File: src/rtl/bullet_r_ctrl.sv
// Right-turret projectile controller: latches turret motion/muzzle on a fire press, steps the bullet once per frame.
// Optional post-flight cooldown state enabled by defining BULLET_R_COOLDOWN_EN.
module bullet_r_ctrl #(
  parameter logic [7:0] FIRE_KEY        = 8'h28,
  parameter int         SPEED_SHIFT     = 1,
  parameter int         X_MAX           = 639,
  parameter int         Y_MAX           = 479,
  parameter int         COOLDOWN_FRAMES = 15
) (
  input  logic       clk2,
  input  logic       Reset,
  input  logic [7:0] keycode,
  input  logic [9:0] b_override_motion_x_r,
  input  logic [9:0] b_override_motion_y_r,
  input  logic [9:0] initial_b_r_pos_x,
  input  logic [9:0] initial_b_r_pos_y,
  input  logic       hit_i,
  output logic [9:0] bullet_r_x,
  output logic [9:0] bullet_r_y,
  output logic       bullet_r_active,
  output logic [7:0] shot_count,
  output logic       ready
);

  typedef enum logic [1:0] {
    S_IDLE     = 2'd0,
    S_FLIGHT   = 2'd1,
    S_COOLDOWN = 2'd2
  } state_t;

  state_t      state_q, state_d;
  logic        fire_prev_q, fire_prev_d;
  logic [9:0]  x_q, x_d, y_q, y_d;
  logic [9:0]  dx_q, dx_d, dy_q, dy_d;
  logic [7:0]  shot_q, shot_d;
  logic        active_q, active_d;
  logic        ready_q, ready_d;
`ifdef BULLET_R_COOLDOWN_EN
  logic [4:0]  cnt_q, cnt_d;
`endif

  logic               key_hit, fire_pulse, oob;
  logic signed [11:0] step_x, step_y, nx, ny;

  assign key_hit    = (keycode == FIRE_KEY);
  assign fire_pulse = key_hit && !fire_prev_q;

  // Positions are always in range, so zero-extending them into 12 bits is safe.
  assign step_x = $signed({{2{dx_q[9]}}, dx_q}) <<< SPEED_SHIFT;
  assign step_y = $signed({{2{dy_q[9]}}, dy_q}) <<< SPEED_SHIFT;
  assign nx     = $signed({2'b00, x_q}) + step_x;
  assign ny     = $signed({2'b00, y_q}) + step_y;
  assign oob    = nx[11] || (nx > $signed(12'(X_MAX))) ||
                  ny[11] || (ny > $signed(12'(Y_MAX)));

  always_comb begin
    state_d     = state_q;
    fire_prev_d = key_hit;
    x_d         = x_q;
    y_d         = y_q;
    dx_d        = dx_q;
    dy_d        = dy_q;
    shot_d      = shot_q;
`ifdef BULLET_R_COOLDOWN_EN
    cnt_d       = cnt_q;
`endif
    case (state_q)
      S_IDLE: begin
        if (fire_pulse) begin
          dx_d    = b_override_motion_x_r;
          dy_d    = b_override_motion_y_r;
          x_d     = initial_b_r_pos_x;
          y_d     = initial_b_r_pos_y;
          shot_d  = (shot_q == 8'hFF) ? shot_q : shot_q + 8'd1;
          state_d = S_FLIGHT;
        end
      end
      S_FLIGHT: begin
        // A hit wins over bounds; either way the position keeps its pre-step value.
        if (hit_i || oob) begin
`ifdef BULLET_R_COOLDOWN_EN
          state_d = S_COOLDOWN;
          cnt_d   = 5'(COOLDOWN_FRAMES - 1);
`else
          state_d = S_IDLE;
`endif
        end else begin
          x_d = nx[9:0];
          y_d = ny[9:0];
        end
      end
`ifdef BULLET_R_COOLDOWN_EN
      S_COOLDOWN: begin
        if (cnt_q == 5'd0) state_d = S_IDLE;
        else               cnt_d   = cnt_q - 5'd1;
      end
`endif
      default: state_d = S_IDLE;
    endcase
    active_d = (state_d == S_FLIGHT);
    ready_d  = (state_d == S_IDLE);
  end

  // fire_prev resets high so a key held through reset release does not fire.
  always_ff @(posedge clk2) begin
    if (!Reset) begin
      state_q     <= S_IDLE;
      fire_prev_q <= 1'b1;
      x_q         <= '0;
      y_q         <= '0;
      dx_q        <= '0;
      dy_q        <= '0;
      shot_q      <= '0;
      active_q    <= 1'b0;
      ready_q     <= 1'b1;
`ifdef BULLET_R_COOLDOWN_EN
      cnt_q       <= '0;
`endif
    end else begin
      state_q     <= state_d;
      fire_prev_q <= fire_prev_d;
      x_q         <= x_d;
      y_q         <= y_d;
      dx_q        <= dx_d;
      dy_q        <= dy_d;
      shot_q      <= shot_d;
      active_q    <= active_d;
      ready_q     <= ready_d;
`ifdef BULLET_R_COOLDOWN_EN
      cnt_q       <= cnt_d;
`endif
    end
  end

  assign bullet_r_x      = x_q;
  assign bullet_r_y      = y_q;
  assign bullet_r_active = active_q;
  assign shot_count      = shot_q;
  assign ready           = ready_q;

endmodule

File: config.mk
export PLATFORM = sky130hd
export DESIGN_NAME = bullet_r_ctrl
export DESIGN_NICKNAME = d
export VERILOG_FILES = /design/src/rtl/bullet_r_ctrl.sv
export SDC_FILE = /design/constraint.sdc
export NUM_CORES = 1
export LEC_CHECK = 0
export ABC_AREA = 1
export CORE_ASPECT_RATIO = 0.5
export CORE_UTILIZATION = 45
export DETAILED_ROUTE_END_ITERATION = 7
export PLACE_DENSITY = 0.88
export SETUP_SLACK_MARGIN = 0.05
export SLEW_MARGIN = 0
export SYNTH_ARGS = -nofsm -noshare
export SYNTH_HDL_FRONTEND = slang
export SYNTH_SLANG_ARGS = --single-unit
File: constraint.sdc
create_clock -name clk2 -period 2.3 [get_ports clk2]
set_input_delay 0.46 -clock clk2 [delete_from_list [all_inputs] [get_ports clk2]]
set_output_delay 0.46 -clock clk2 [all_outputs]
set_load 0.05 [all_outputs]
**After elaboration in Yosys (flattened, before gate mapping)**

Cells that the tools add are included.

- Add/subtract/negate cells: 3
- $mul: 0
- Div/mod/pow operators: 0
- Magnitude comparators: 2
- Eq/ne operators: 6
- Shift operators: 0
- Mux-type cells: 9
- Bitwise logic cells: 1
- Reductions and logical operators: 12

Operators with widths:

| cell | count |
|---|---|
| $mux 10 | 4 |
| $pmux 10 s2 | 2 |
| $add 11x11->12 | 2 |
| $gt 12x10->1 const B | 1 |
| $gt 12x11->1 const B | 1 |
| $add 8x1->8 const B | 1 |
| $eq 8x6->1 const B | 1 |
| $eq 8x8->1 const B | 1 |
| $reduce_and 3->1 | 2 |
| $eq 2x1->1 const B | 2 |
| $logic_not 2->1 | 2 |
| $logic_or 1x1->1 | 4 |
| $mux 2 | 2 |
| $ne 2x2->1 const B | 2 |
| $pmux 2 s2 | 1 |
| $reduce_and 2->1 | 1 |
| $reduce_bool 2->1 | 1 |
| $logic_and 1x1->1 | 1 |
| $logic_not 1->1 | 1 |
| $not 1->1 | 1 |

- Flip-flop bits (word level): 53
- Bits in latches: 0
- Memory bits (writable): 0
- Memory bits (read-only): 0
- Input port bits: 51
- Output and inout port bits: 30
- Logic and storage cells: 42
- Memories: 0

**Logic depth before layout (Yosys ltp)**

Gate-level depths: netlist (run 1).

- Depth after elaboration: 9
- Depth in mapped cells: 16
- Depth with buffers taken out: 15

**Worst setup path before layout (run 1)**

OpenSTA, ideal clock, no wires.

- Path type: register to register
- From: register y_q[1] (netlist: bullet_r_y[1])
- To: register x_q[1] (netlist: bullet_r_x[1])
- Arrival: 2.256 ns
- Required time: 2.187 ns
- Slack: -0.069 ns
- Stages on the path, launching flop included: 16
- Buffers on the path: 1
- Cells stage by stage: dfxtp_1 -> ha_1 -> fa_1 -> nand3_1 -> nand3_1 -> nand2_1 -> nand3_1 -> nand2_1 -> nand3_1 -> inv_1 -> nand3_1 -> nor2_1 -> nor2_2 -> buf_2 -> nor2_1 -> nor2_1

- Longest elaborated chain between the ends: 6

RTL lines:

| element | RTL line | RTL |
|---|---|---|
| from (decl) | 33 | `logic [9:0] x_q, x_d, y_q, y_d;` |
| from (signal assigned) | 123 | `y_q <= y_d;` |
| $add 11x11->12 * | 52 | `assign ny = $signed({2'b00, y_q}) + step_y;` |
| $gt 12x10->1 or $logic_or 1x1->1 (tied branches) | 54, 53 |  |
| $logic_or 1x1->1 * | 54 | `ny[11] \|\| (ny > $signed(12'(Y_MAX)));` |
| $logic_or 1x1->1 * | 80 | `if (hit_i \|\| oob) begin` |
| $ne 2x2->1 (no source line) * | -- |  |
| $reduce_and 3->1 (no source line) * | -- |  |
| to (signal assigned) | 109 | `x_q <= '0;` |
| to (signal assigned) | 122 | `x_q <= x_d;` |
| to (decl) | 33 |  |

Mark *: on every way between the ends. The rest lies on a longest branch, timed or not.
A chain may end at the register's enable or synchronous reset.

**Final worst setup path (run 1)**

Same ends and word-level chain as after synthesis.

==> results of run 1 <==
cell usage in the layout (no fill, tap or decap), types with 3 or more instances in the layout:
cell and n:
ha_4 12, nor2_4 4, nand3_2 14, dfxtp_1 50, a21oi_1 13, o21ai_0 34
nand2_1 126, ha_1 7, nand4_1 7, clkbuf_16 6, inv_1 61, nor4_1 3
a31oi_1 3, nand3_4 5, clkdlybuf4s50_1 80, nand3b_1 3, buf_4 23, nor2_2 6
nand2_2 6, nor2_1 107, nand3_1 27
kinds of logic (layout without fill, tap and decap cells):
kind of cell | after synthesis | count (layout)
AO/OA/AOI/OAI | 60 | 60
XOR/XNOR | 5 | 5
adder cells (fa/ha/maj) | 21 | 21
buffers and inverters | 80 | 178
flip-flops | 53 | 53
other | 1 | 1
AND/OR/NAND/NOR | 313 | 316
cell usage after synthesis, drive strengths merged:
cell    count
xnor2       2
nand4       7
and3        1
o21ai      36
a31oi       3
ha         19
inv        62
nor2      117
nand3      43
o31ai       1
o21bai      2
o21a        2
nand2     134
clkinv      2
clkbuf      9
nor3        1
nand3b      3
fa          2
nor4        3
xor2        3
buf         7
dfxtp      53
a21oi      15
or2         4
a21boi      1
conb        1
power by group through the flow:
stage	sequential (mW)	clock (mW)	combinational, mW
after floorplan	0.945	0	0.0374
after global placement	0.943	0	0.138
after detailed placement	0.943	0	0.139
after CTS	0.922	0.758	0.140
after global routing	0.921	0.792	0.156
final	0.921	0.754	0.144
stage by stage:
step	instance area [sq um]	std cells	setup slack, ps
floorplan	3347	533	54.45
global placement	4325	706	1.357
detailed placement	4325	706	-11.13
CTS	4583	717	29.09
global route	4947	726	-124.1
finish	4947	726	-2.909
sequential cells by signal, indices dropped and copies added (netlist names):
signal / flops
bullet_r_x: 10
dx_q: 10
shot_count: 8
dy_q: 10
state_q: 2
bullet_r_y: 10
ready: 1
bullet_r_active: 1
fire_prev_q: 1
worst min-delay path by stage:
stage	depth (start not counted)	to	start
6_report	1	shot_count[0]	shot_count[0]
3_3_place_gp	1	shot_count[4]	shot_count[4]
3_5_place_dp	1	shot_count[4]	shot_count[4]
2_1_floorplan	2	dx_q[9]	dx_q[9]
5_1_grt	2	shot_count[2]	shot_count[2]
4_1_cts	1	shot_count[0]	shot_count[0]
per-layer routing:
metal / vias to the layer above / track usage / part of all wire
met2: 141 / 0.4021 / 0.47
met5: - / 0 / 0
met1: 1732 / 0.3371 / 0.45
met3: 19 / 0.06296 / 0.065
li1: 1898 / - / -
met4: 0 / 0.07589 / 0.017
worst max-delay path, stage by stage (launching register included):
cell     delay [ps]
dfxtp_2         340
ha_4            160
fa_2            360
nand3_2         100
nand3_4          90
nand2_2         100
nand3_2          90
nand2_2         100
nand3_2          80
buf_6           130
nor2_4          250
nand3_4         180
nand3_1         110
nand2_1          50
nor2_1           90
final cells by class:
class	instances	area (sq um)
clock buffers	5	125.1
clock inverters	2	16.27
fillers	537	1989
inverters	64	240.2
multi-input cells	403	2342
flip-flops and latches	53	1067
well taps	92	115.1
repair buffers	107	1041
timing repair:
item                       4_1_cts  5_1_grt
setup endpoints to repair       19       21
hold buffers                     0        0
pin swaps                        7       24
gates resized for setup         17       49
buffers inserted                 2        7
gates cloned                     2        2
==> out/results.ini, run 1 <==
[power]
combPwrFrac = 0.079
power_mw = 1.819
power.density_mw_per_mm2 = 367.6
internal_power_mw = 1.412
p_leak_nw = 2.335
seq_power_share = 0.506
ir_drop_v = 0.0002860
power_switching_mw = 0.4065
clkPwrFrac = 0.415
p_sw_frac = 0.2235

[clocking]
cts.sinks = 53
cts_tree = built
clk_pin_slew_ps = 70
insertion_delay_ps = 300
clockBufferDepth = 2
root_buffer = clkbuf_16
h-tree-depth = 2
cts_buffers = 5

[run_status]
status = finished, violations left
violations = setup timing

[floorplanning]
dieArea_sq_mm = 0.007802
initial_utilization = 0.4821
die_w_um = 123.9
rows = 21
die_h_um = 62.96
core_area_sq_mm = 0.006937
io_pins = 81

[synth]
synth_compound_area_frac = 0.09652
synth-seq-cells = 53
synth.avg_cell_area_sq_um = 6.275
synth_nets = 605
syn_inst = 533
synth_xor_area_frac = 0.01309
mappedNetlistArea_sq_mm = 0.003344
synth-adder-area-share = 0.08305
synth_area_leaders = dfxtp_1 32%, nand2_1 15%, nor2_1 12%
synth_top_family_by_area = simple AND/OR/NAND/NOR gates
synthDistinctLibCells = 35
synth_top_area_share = 0.3172
synthMuxAreaShare = 0
synth_top_area_cell = dfxtp_1
yosysWarnings = 0
yosys.area_share.simple = 0.3939
synth-seq-area-share = 0.3172

[critical_path]
cp-start-kind = register
cp-end-kind = register
regToRegStartpoint = bullet_r_y[1]
crit_arrival_ps = 2530
critical_path_class = reg -> reg
worstRegToRegCells = 14
reg2reg_to = bullet_r_x[1]
cp_max_fo = 5
critPathLaunch = bullet_r_y[1]
crit_required_ps = 2530
cp-endpoint = bullet_r_x[1]
r2r_setup_slack_ps = -3

[global_routing]
grt_pass1_wl_mm = 15.44
grt_usage = 0.2533
antenna_found_initial = 0
grt-ovfl-total = 0
grt_pass1_vias = 3373
grt_max_degree = 27

[finish]
nNetsFinal = 706
diodes = 0
area_growth_pct = 47.92
post-route-util = 0.7132
drive_above_1_share = 0.1514

[route]
vias = 3790
drt_iter0_drc = 313
first_pass_iters = 5
ant_nets = 0
wirelength_mm = 10.52
viasPerCell = 5.220
drc = 0
wire_per_inst_um = 14.50

[sta]
worstMarginPinSlew_ps = 517.7
slew_violations = 0
max-slew-margin-rel = 0.6538
layout_min_cycle_time_ps = 2303
min_period_over_period = 1.001
fin_skew_ps = 8.981
finalSetupTns_ps = -5.060
rsz0062_at_grt = yes
fin_ws_ps = -2.909
setup_viol = 3
hold_slack_ps = 516.0
finalHoldViolCount = 0
fmax_mhz = 434.2

[placement]
port_buffers = 80
dp_hpwl_mm = 6.772
gp_congestion = 0.9346

[min_path]
hold_class = reg -> reg

[job]
drv_cap = 0

Note: power is estimated with default switching activity, not from simulation.
==> run 2, diff against run 1 <==
==> constraint.sdc (replaced) <==
create_clock -name clk2 -period 2.3 [get_ports clk2]
set_input_delay 0.345 -clock clk2 [delete_from_list [all_inputs] [get_ports clk2]]
set_output_delay 0.345 -clock clk2 [all_outputs]
set_load 0.05 [all_outputs]
==> run 2 against run 1 <==
  * The flow still finishes with violations (setup timing)
  * Sequential share of layout area increased by 0.35 points
  * Maximum frequency decreased by 0.95%
  * Non-clock buffer count decreased by 1
  * Via count increased by 2.2%
  * Critical path depth increased by 2
  * Hold slack got worse by 2.0 ps
  * Combinational power about the same
  * Cell area decreased by 1.8%
  * Utilization decreased by 1.3 points
  * Total power increased by 8.2%
==> out/results.ini, run 2 (synthesis results as in run 1) <==
[run_status]
status = finished, violations left
violations = setup timing

[placement]
postPlaceCellArea_sq_mm = 0.004305
dp_hpwl_mm = 6.868
dp.cells = 705
pre_cts_ws_ps = -61.02
gp_congestion = 0.9100
port_buffers = 80

[finish]
diodes = 0
final_common_cell = nand2_1
design_area_sq_mm = 0.004856
drive_above_1_share = 0.1546
area_growth_pct = 45.19
layout.cells.non_filler = 726
layout_common_cells = 123 x nand2_1, 100 x nor2_1, 80 x clkdlybuf4s50_1
nNetsFinal = 705

[clocking]
clockBufferDepth = 2
h-tree-depth = 2
cts_buffers = 5
insertion_delay_ps = 310
root_buffer = clkbuf_16
clk_pin_slew_ps = 80
ctsHoldBuffers = 0
cts_tree = built
cts.sinks = 53

[route]
first_pass_iters = 5
drc = 0
drt_iter0_drc = 292
vias = 3874
viasPerCell = 5.336
wirelength_mm = 10.61
ant_nets = 0
wire_per_inst_um = 14.61

[sta]
finalHoldViolCount = 0
slew_violations = 0
rsz0062_at_grt = yes
worstMarginPinSlew_ps = 518.4
fin_ws_ps = -25.09
finalSetupTns_ps = -46.64
min_period_over_period = 1.011
fin_skew_ps = 7.956
layout_min_cycle_time_ps = 2325
fmax_mhz = 430.1
max-slew-margin-rel = 0.6533
setup_viol = 3

[global_routing]
grt_pass1_vias = 3408
grt_pass1_wl_mm = 15.37
grt_usage = 0.2517
antenna_found_initial = 0
grt-ovfl-total = 0
grt_max_degree = 27

[job]
drv_cap = 0

[critical_path]
crit_arrival_ps = 2570
critical_path_class = reg -> reg
cp_max_fo = 5
cp-end-kind = register
crit_required_ps = 2550
cp-start-kind = register

[power]
ir_drop_v = 0.0003760
power_mw = 1.968
p_leak_nw = 2.327
power.density_mw_per_mm2 = 405.3

[floorplanning]
core_area_sq_mm = 0.006937
die_w_um = 123.9
io_pins = 81
initial_utilization = 0.4821
dieArea_sq_mm = 0.007802
die_h_um = 62.96
rows = 21

[min_path]
hold_class = reg -> reg

run 2: through the flow:
step,hold slack [ps],util
floorplan,464.4,-
global placement,476.8,0.6207
detailed placement,496.0,0.6207
CTS,508.1,0.6499
global route,538.7,0.7000
finish,514.0,0.7000
run 2: path summary, 6_finish.rpt:
check	from	to	slack [ps]	cells after the start
min reg2reg	shot_count[4]	shot_count[4]	510	1
min	shot_count[4]	shot_count[4]	510	1
max	dy_q[0]	bullet_r_x[8]	-30	16
max reg2reg	dy_q[0]	bullet_r_x[8]	-30	16
run 2: report_power, final:
group	switching (mW)	internal, mW
logic	0.0505	0.0927
registers	0.00223	0.920
clock network	0.381	0.523
run 2: layer usage:
metal / track usage / part of all wire / up-vias
li1: - / - / 1893
met1: 0.3356 / 0.44 / 1758
met2: 0.3979 / 0.44 / 182
met3: 0.05748 / 0.084 / 41
met4: 0.08482 / 0.036 / 0
met5: 0 / 0 / -
run 2: repair_timing:
item                       in CTS  in global routing
cloned                          0                  5
setup buffers                   0                  8
pin swaps                       0                 25
gates resized for setup         7                 61
setup endpoints to repair      21                 21
run 2: critical path, cell delays in order (launching register included):
cell	delay [ps]
dfxtp_2	350
ha_4	160
fa_2	420
nand2_2	100
nor2_4	40
nand2_2	80
nand3_2	70
nand2_2	90
nand2_2	70
nand3_4	90
nor2_4	50
nor2_4	160
buf_6	140
nand3_4	150
nand3_2	110
nand2_1	50
nor2_1	110
run 2: area by class of cell:
| type | count | area [sq um] |
|---|---|---|
| multi-input cells | 403 | 2248 |
| fillers | 549 | 2081 |
| clock buffers | 5 | 125.1 |
| well taps | 92 | 115.1 |
| flip-flops and latches | 53 | 1065 |
| clock inverters | 3 | 47.55 |
| inverters | 64 | 240.2 |
| repair buffers | 106 | 1015 |
==> run 3, diff against run 2 <==
CORE_ASPECT_RATIO = 0.75   (was 0.5)
==> run 3 against run 2 <==
  * The run still ends with setup timing left
  * Global-route usage up 1.8 points
  * Combinational power about the same
  * Maximum frequency down 1.8%
  * Cell count up 0.96%
  * Total power down 18%
  * Cell area up 1.5%
  * Clock skew up 1.7 ps
  * Non-clock buffer count up 2
  * Utilization up 0.46 points
  * Routed wire length up 12%
  * Clock power down 40%
  * Flip-flop and latch count unchanged
  * Critical endpoint is now bullet_r_y[3]
  * Largest cell class unchanged
==> out/results.ini, run 3 (synthesis results as in run 1) <==
[critical_path]
cp-start-kind = register
cp_max_fo = 5
critical-path-top-delay-family = simple AND/OR/NAND/NOR gates
reg2reg_to = bullet_r_y[3]
worstRegToRegCells = 13
worst-path-buf-inv = 0
critPathSlowestCell = ha_1
path_cells = ha_1 > nand2_1 > nor2_1 > nand3_2 > nand2_1 > nand2_1 > nand2_1 > nand3_2 > nor2_4 > nand3_4 > nand3_2 > nand2_1 > nor2_1
critPathLaunch = bullet_r_x[7]
cp-end-kind = register
r2r_setup_slack_ps = -70
crit_required_ps = 2550
cpMostUsedCell = nand2_1
slowest_delay_ps = 370
regToRegStartpoint = bullet_r_x[7]
critical_path_class = reg -> reg
crit_arrival_ps = 2620

[floorplanning]
initial_utilization = 0.4782
io_pins = 81
dieArea_sq_mm = 0.007784
core_area_sq_mm = 0.006994
die_h_um = 76.66
die_w_um = 101.5
rows = 26

[run_status]
violations = setup timing
status = finished, violations left

[job]
drv_cap = 0

[sta]
worstMarginPinSlew_ps = 543.2
min_period_over_period = 1.029
setup_viol = 9
fin_ws_ps = -66.85
fmax_mhz = 422.5
fin_skew_ps = 9.680
finalSetupTns_ps = -161.4
max-slew-margin-rel = 0.6367
layout_min_cycle_time_ps = 2367
finalHoldViolCount = 0
rsz0062_at_grt = yes
hold_slack_ps = 507.9
slew_violations = 0

[route]
viasPerCell = 5.546
vias = 4065
wl_met1_mm = 4.571
wire_per_inst_um = 16.22
drt_iter0_drc = 383
drc = 0
first_pass_iters = 8
dr.max_layer_used = met4
wirelength_mm = 11.89
met2WireLength_mm = 5.457
ant_nets = 0
wl_met3_mm = 1.250

[global_routing]
grt_usage = 0.2692
grt_max_degree = 49
grt_pass1_wl_mm = 16.61
grt_pass1_vias = 3660
antenna_found_initial = 0
grt-ovfl-total = 0

[min_path]
holdCritStartpoint = shot_count[4]
hold_class = reg -> reg
holdPathEnd = shot_count[4]
whs_path_depth = 1

[power]
p_leak_nw = 2.299
ir_drop_v = 0.0002192
power_mw = 1.607
power.density_mw_per_mm2 = 326.0

[clocking]
root_buffer = clkbuf_8
h-tree-depth = 2
cts_tree = built
insertion_delay_ps = 320
clk_pin_slew_ps = 100
cts.sinks = 53
ctsHoldBuffers = 0
clockBufferDepth = 2
cts_buffers = 5

[finish]
nNetsFinal = 707
post-route-util = 0.7047
final_common_cell = nand2_1
layout.cells.non_filler = 733
drive_above_1_share = 0.1764
diodes = 0
fillCellCount = 539
area_growth_pct = 47.36
layout_common_cells = 120 x nand2_1, 105 x nor2_1, 80 x clkdlybuf4s50_1

[placement]
port_buffers = 80
dp_hpwl_mm = 7.011
dp.cells = 712
gp_congestion = 0.9248

## run 3: cell types whose count changed in the layout (fill, tap and decap cells not counted), sizes merged
cell,previous run,this run
buf,26,28
bufinv,1,0
clkinvlp,0,1
inv,64,62
clkinv,2,3
## run 3: layout make-up
class | instances | area [sq um] | share of cell area
clock buffer | 5 | 68.82 | 0.01396
tap | 98 | 122.6 | 0.02488
multi-input combinational | 403 | 2374 | 0.4816
timing repair buffer | 108 | 1035 | 0.2100
sequential | 53 | 1072 | 0.2176
clock inverter | 2 | 16.27 | 0.003300
inverter | 64 | 240.2 | 0.04874
## run 3: through the flow
step	setup WS, ps	area, sq um
5_1_grt	-149.9	4928
2_1_floorplan	54.45	3347
6_report	-66.85	4928
3_5_place_dp	-14.89	4333
4_1_cts	36.73	4584
3_3_place_gp	47.19	4333
## run 3: worst max path at each step
stage               endpoint  depth (start not counted)
6_report       bullet_r_y[3]                         13
5_1_grt        bullet_r_y[3]                         13
4_1_cts        bullet_r_x[6]                         12
3_5_place_dp   bullet_r_x[6]                         12
3_3_place_gp   bullet_r_x[7]                         12
2_1_floorplan  bullet_r_x[1]                         15
## run 3: metal layers
metal  up-vias  global-route usage
li1       1898                   -
met1      1793              0.3450
met2       294              0.4514
met3        80             0.05378
met4         0             0.08261
met5         -                   0
## run 3: power by group
group	total [mW]	leakage, nW	switching (mW)	internal [mW]
Combinational	0.146	1.83	0.0526	0.0936
Sequential	0.921	0.431	0.00257	0.919
Clock	0.539	0.0402	0.328	0.211
## run 3: repair_timing
action | in CTS | in global routing
setup buffers | 3 | 7
endpoints found under the setup margin | 21 | 21
cloned | 3 | 1
gates resized for setup | 29 | 55
pin swaps | 18 | 26
